[src/rtl/nand_chain_seq_if.sv]
// Operand/result handshake bundle for nand_chain_seq.
// master = producer/consumer side, slave = the sequencer.
interface nand_chain_seq_if #(
    parameter int STAGES = 3
);
    logic              in_valid;
    logic              in_ready;
    logic              in_first;
    logic [STAGES-1:0] in_ops;
    logic              out_valid;
    logic              out_ready;
    logic [STAGES-1:0] stage_out;
    logic              result;

    modport master (
        output in_valid, in_first, in_ops, out_ready,
        input  in_ready, out_valid, stage_out, result
    );

    modport slave (
        input  in_valid, in_first, in_ops, out_ready,
        output in_ready, out_valid, stage_out, result
    );
endinterface

[src/rtl/nand_chain_seq.sv]
// Cascaded NAND chain evaluated one stage per clock on a single shared NAND unit.
// Operands are latched on acceptance; per-stage results are held until the consumer takes them.
module nand_chain_seq #(
    parameter int STAGES = 3,
    parameter int CNT_W  = 8
) (
    input  logic             clk,
    input  logic             rst,
    nand_chain_seq_if.slave  bus,
    output logic             busy,
    output logic [CNT_W-1:0] done_count
);
    localparam int IDX_W = (STAGES > 1) ? $clog2(STAGES) : 1;

    typedef enum logic [1:0] {
        IDLE,
        EVAL,
        DONE
    } state_t;

    state_t            state;
    logic              first_reg;
    logic [STAGES-1:0] op_reg;
    logic [STAGES-1:0] stage_reg;
    logic [IDX_W-1:0]  stage_idx;
    logic              nand_prev;
    logic              nand_op;
    logic              nand_out;
    logic              last_stage;

    function automatic logic nand2(input logic x, input logic y);
        return ~(x & y);
    endfunction

    // Operand mux feeding the shared NAND: stage 0 chains from first_reg, later stages from the previous result.
    always_comb begin
        nand_prev = first_reg;
        nand_op   = op_reg[0];
        for (int k = 1; k < STAGES; k++) begin
            if (stage_idx == IDX_W'(k)) begin
                nand_prev = stage_reg[k-1];
                nand_op   = op_reg[k];
            end
        end
        nand_out = nand2(nand_op, nand_prev);
    end

    assign last_stage = (stage_idx == IDX_W'(STAGES - 1));

    always_ff @(posedge clk) begin
        if (rst) begin
            state      <= IDLE;
            first_reg  <= 1'b0;
            op_reg     <= '0;
            stage_reg  <= '0;
            stage_idx  <= '0;
            done_count <= '0;
        end else begin
            case (state)
                IDLE: begin
                    if (bus.in_valid) begin
                        first_reg <= bus.in_first;
                        op_reg    <= bus.in_ops;
                        stage_reg <= '0;
                        stage_idx <= '0;
                        state     <= EVAL;
                    end
                end
                EVAL: begin
                    for (int k = 0; k < STAGES; k++) begin
                        if (stage_idx == IDX_W'(k)) begin
                            stage_reg[k] <= nand_out;
                        end
                    end
                    if (last_stage) begin
                        state <= DONE;
                    end else begin
                        stage_idx <= stage_idx + 1'b1;
                    end
                end
                DONE: begin
                    if (bus.out_ready) begin
                        done_count <= done_count + 1'b1;
                        state      <= IDLE;
                    end
                end
                default: state <= IDLE;
            endcase
        end
    end

    // Everything visible to the outside is a register or a state decode; in_ready is also held low during reset.
    assign bus.in_ready  = (state == IDLE) && !rst;
    assign bus.out_valid = (state == DONE);
    assign bus.stage_out = stage_reg;
    assign bus.result    = stage_reg[STAGES-1];
    assign busy          = (state != IDLE);
endmodule
[src/flat_wrapper.sv]
// flat-port wrapper written by rule: the top's interface ports become plain ports
module nand_chain_seq_flat 
#(
    parameter int STAGES = 3,
    parameter int CNT_W  = 8
)
  (clk, rst, busy, done_count, bus_in_valid, bus_in_first, bus_in_ops, bus_out_ready, bus_in_ready, bus_out_valid, bus_stage_out, bus_result);
  nand_chain_seq_if #(.STAGES(STAGES)) bus_i ();
  input  logic clk;
  input  logic rst;
  output logic busy;
  output logic [CNT_W-1:0] done_count;
  input wire logic [$bits(bus_i.in_valid)-1:0] bus_in_valid;
  input wire logic [$bits(bus_i.in_first)-1:0] bus_in_first;
  input wire logic [$bits(bus_i.in_ops)-1:0] bus_in_ops;
  input wire logic [$bits(bus_i.out_ready)-1:0] bus_out_ready;
  output wire logic [$bits(bus_i.in_ready)-1:0] bus_in_ready;
  output wire logic [$bits(bus_i.out_valid)-1:0] bus_out_valid;
  output wire logic [$bits(bus_i.stage_out)-1:0] bus_stage_out;
  output wire logic [$bits(bus_i.result)-1:0] bus_result;
  assign bus_i.in_valid = bus_in_valid;
  assign bus_i.in_first = bus_in_first;
  assign bus_i.in_ops = bus_in_ops;
  assign bus_i.out_ready = bus_out_ready;
  assign bus_in_ready = bus_i.in_ready;
  assign bus_out_valid = bus_i.out_valid;
  assign bus_stage_out = bus_i.stage_out;
  assign bus_result = bus_i.result;
  nand_chain_seq #(.STAGES(STAGES), .CNT_W(CNT_W)) u_core (.clk(clk), .rst(rst), .bus(bus_i), .busy(busy), .done_count(done_count));
endmodule
[config.mk]
export PLATFORM = sky130hd
export DESIGN_NAME = nand_chain_seq_flat
export DESIGN_NICKNAME = d
export VERILOG_FILES = /design/src/rtl/nand_chain_seq_if.sv /design/src/rtl/nand_chain_seq.sv /design/src/flat_wrapper.sv
export SDC_FILE = /design/constraint.sdc
export NUM_CORES = 1
export LEC_CHECK = 0
export ABC_CLOCK_PERIOD_IN_PS = 4700
export BUFFER_PORTS_ARGS = -buffer_cell sky130_fd_sc_hd__buf_2
export CORE_MARGIN = 2
export CORE_UTILIZATION = 55
export DETAILED_ROUTE_END_ITERATION = 12
export PLACE_DENSITY = 0.8
export RECOVER_POWER = 25
export SLEW_MARGIN = 20
export SYNTH_ARGS = -nofsm -noshare
export SYNTH_HDL_FRONTEND = slang
export SYNTH_SLANG_ARGS = --single-unit
[constraint.sdc]
create_clock -name clk -period 4.7 [get_ports clk]
set_clock_uncertainty 0.15 [all_clocks]
set_input_delay 0.235 -clock clk [delete_from_list [all_inputs] [get_ports clk]]
set_output_delay 0.235 -clock clk [all_outputs]
set_load 0.05 [all_outputs]
==> metrics.txt <==
Post-Syn Area per Cell 9.30 um^2; share of layout cells above drive strength 1 between 20% and 30%; die height 45.5 um; Setup-failing EPs final 0; initial antenna violation count 0; core area 0.00167 mm^2; critical path type reg -> out; HP Class in -> reg; register bit total from synthesis 19; Crit. End Element output port; # port buffers 22; Syn. warnings 0; post-route clock period utilization around 39%; Synth async-reset ratio 0%; Pwr Density roughly 280 mW/mm^2; DRT Pass-1 Iters 4; unrepaired setup endpoints after global routing no; clock root cell clkbuf_4; # diodes 0; post-synth cell types 33; area leader, netlist dfxtp_1; Most used DFF post-synth dfxtp_1; Fillers about 140; gr usage total 19.9%; f_max approximately 540 MHz; Post-CTS Setup Bufs 0; Worst Hold Launch bus_in_ops[2]; hold_buf cts 0; htree depth 1; critical path peak fanout 11; worst endpoint required time ~4.3 ns; via/cell ratio 5.74; CTS clock-pin slew for the worst setup and hold paths 0.11 ns; Antenna Nets Post-Route 0; Setup TNS Final 0 ns; top cells by area, synth dfxtp_1, mux2i_1, a21oi_1; maximum root-to-sink buffer count 2; die area just over 0.002 mm^2; area grow syn2layout 12.7%; clock latency on the worst-skew pair 0.29 ns; # nets final 136; clock sinks 19; outcome complete, no violations; number of synthesized flops with an enable pin 0; largest net degree at the start of global routing 23; max FFs per register 8; Post-Syn Area roughly 950 um^2; minimum clock period between 1.5 and 2 ns; vias in the first global route a little over 700; sequential area share after synthesis 40.1%; leakage power 0.457 nW; worst slew margin relative to its limit 60.6%; Critical R2R Launch u_core.state[1]; fin util between 60% and 70%; Num CTS Buffers 3; RePlAce Congestion roughly 0.75; # rows 15; crit path launch type flop; via count roughly 800; crit path from u_core.state[1]; WL per Instance 12.6 um; transition time of the tightest slew-check pin 0.594 ns; Starting Density between 50% and 60%; Cells after Synth ~100; share of the synthesized area in the top cell type between 40% and 50%; Worst VDD drop 213 uV; TritonCTS clock tree built; Final Total Pwr between 0.3 and 0.4 mW; post-synthesis net count 114; I/O pin total 23; CP arrival approximately 1.5 ns; Die W approximately 46 um; Max Slew Vio Count 0; Final HPWL DP roughly 1.3 mm; CTS resizes 0; wirelength, routed 1.77 mm; 1st-iter DRT viols 15; DR DRC count 0; Final Hold Fails 0; MaxCap Viol Count 0; first-pass GRT wire length a little under 3 mm; Overflow after GRT 0
placed cells by master (no fill, tap or decap), types with 2 or more instances in the layout:
cell | netlist | final
dfxtp_1 | 19 | 19
buf_2 | 1 | 16
nor2_1 | 10 | 10
a21oi_1 | 10 | 10
nand3_1 | 6 | 6
mux2i_1 | 6 | 6
clkbuf_1 | 2 | 6
nand2_1 | 5 | 5
inv_1 | 4 | 4
ha_1 | 4 | 4
nor2b_1 | 3 | 3
mux2_2 | 3 | 3
o21ai_0 | 3 | 3
clkbuf_4 | 0 | 3
nor3b_2 | 2 | 2
and2_1 | 2 | 2
a311oi_1 | 2 | 2
or3_1 | 2 | 2
or3b_2 | 2 | 2
xor2_1 | 2 | 2
per-stage QoR:
step	worst slack [ns]	instance area, um^2	instances	hold WS, ns
5_1_grt	2.79	1070	140	0.0340
3_3_place_gp	3.07	1050	136	0.319
2_1_floorplan	2.73	948	102	0.232
4_1_cts	2.86	1080	140	0.0169
6_report	2.86	1070	140	0.0172
3_5_place_dp	3.01	1050	136	0.329
worst max-delay path: stages, from the launching register on:
cell and delay [ns]:
dfxtp_1 0.45, or2_2 0.36, nor2_1 0.09, buf_2 0.26
cell families after synthesis:
kind of cell               count (synthesis)  share of synthesized area [%]
DFF                                       19                           40.1
and+or+nand+nor                           40                           25.3
AOI/OAI and AO/OA                         18                           11.1
adders and majority gates                  4                           5.28
muxes                                     10                           11.5
xor gates and xnor gates                   2                           1.85
buffers and inverters                      9                           4.88
final cells by class:
class                      instances  area (um^2)  share of cell area [%]
clock inverter                     1         5.00                   0.468
timing repair buffer              22          103                    9.60
clock buffer                       3         22.5                    2.11
multi-input combinational         74          522                    48.8
tap                               17         21.3                    1.99
inverter                           4         15.0                    1.41
sequential                        19          380                    35.6
cells in the mapped netlist (3+ instances only):
cell     number
ha_1          4
nor2_1       10
nand3_1       6
nor2b_1       3
inv_1         4
mux2i_1       6
mux2_2        3
nand2_1       5
dfxtp_1      19
a21oi_1      10
o21ai_0       3
routing by layer:
metal  part of all wire, %  track usage [%]  vias up
met5                     0                0        -
met4                  0.91             7.06        0
met2                    48             35.2       21
li1                      -                -      403
met1                    47             23.5      375
met3                   4.5             3.97        4
worst paths after layout:
check / end / slack [ns] / depth (start not counted)
worst max register to register: u_core.done_count[7] / 2.98 / 3
worst min register to register: u_core.stage_idx[1] / 0.34 / 2
worst max-delay path: bus_in_ready / 2.86 / 3
worst min-delay path: u_core.op_reg[2] / 0.02 / 3
power breakdown:
group,switching [mW],total (mW),internal (mW),leakage [nW]
clock,0.0490,0.0806,0.0316,0.0177
combinational,0.0309,0.0504,0.0196,0.285
sequential,0.00614,0.173,0.167,0.155
Power figures use the tool's default switching activity.
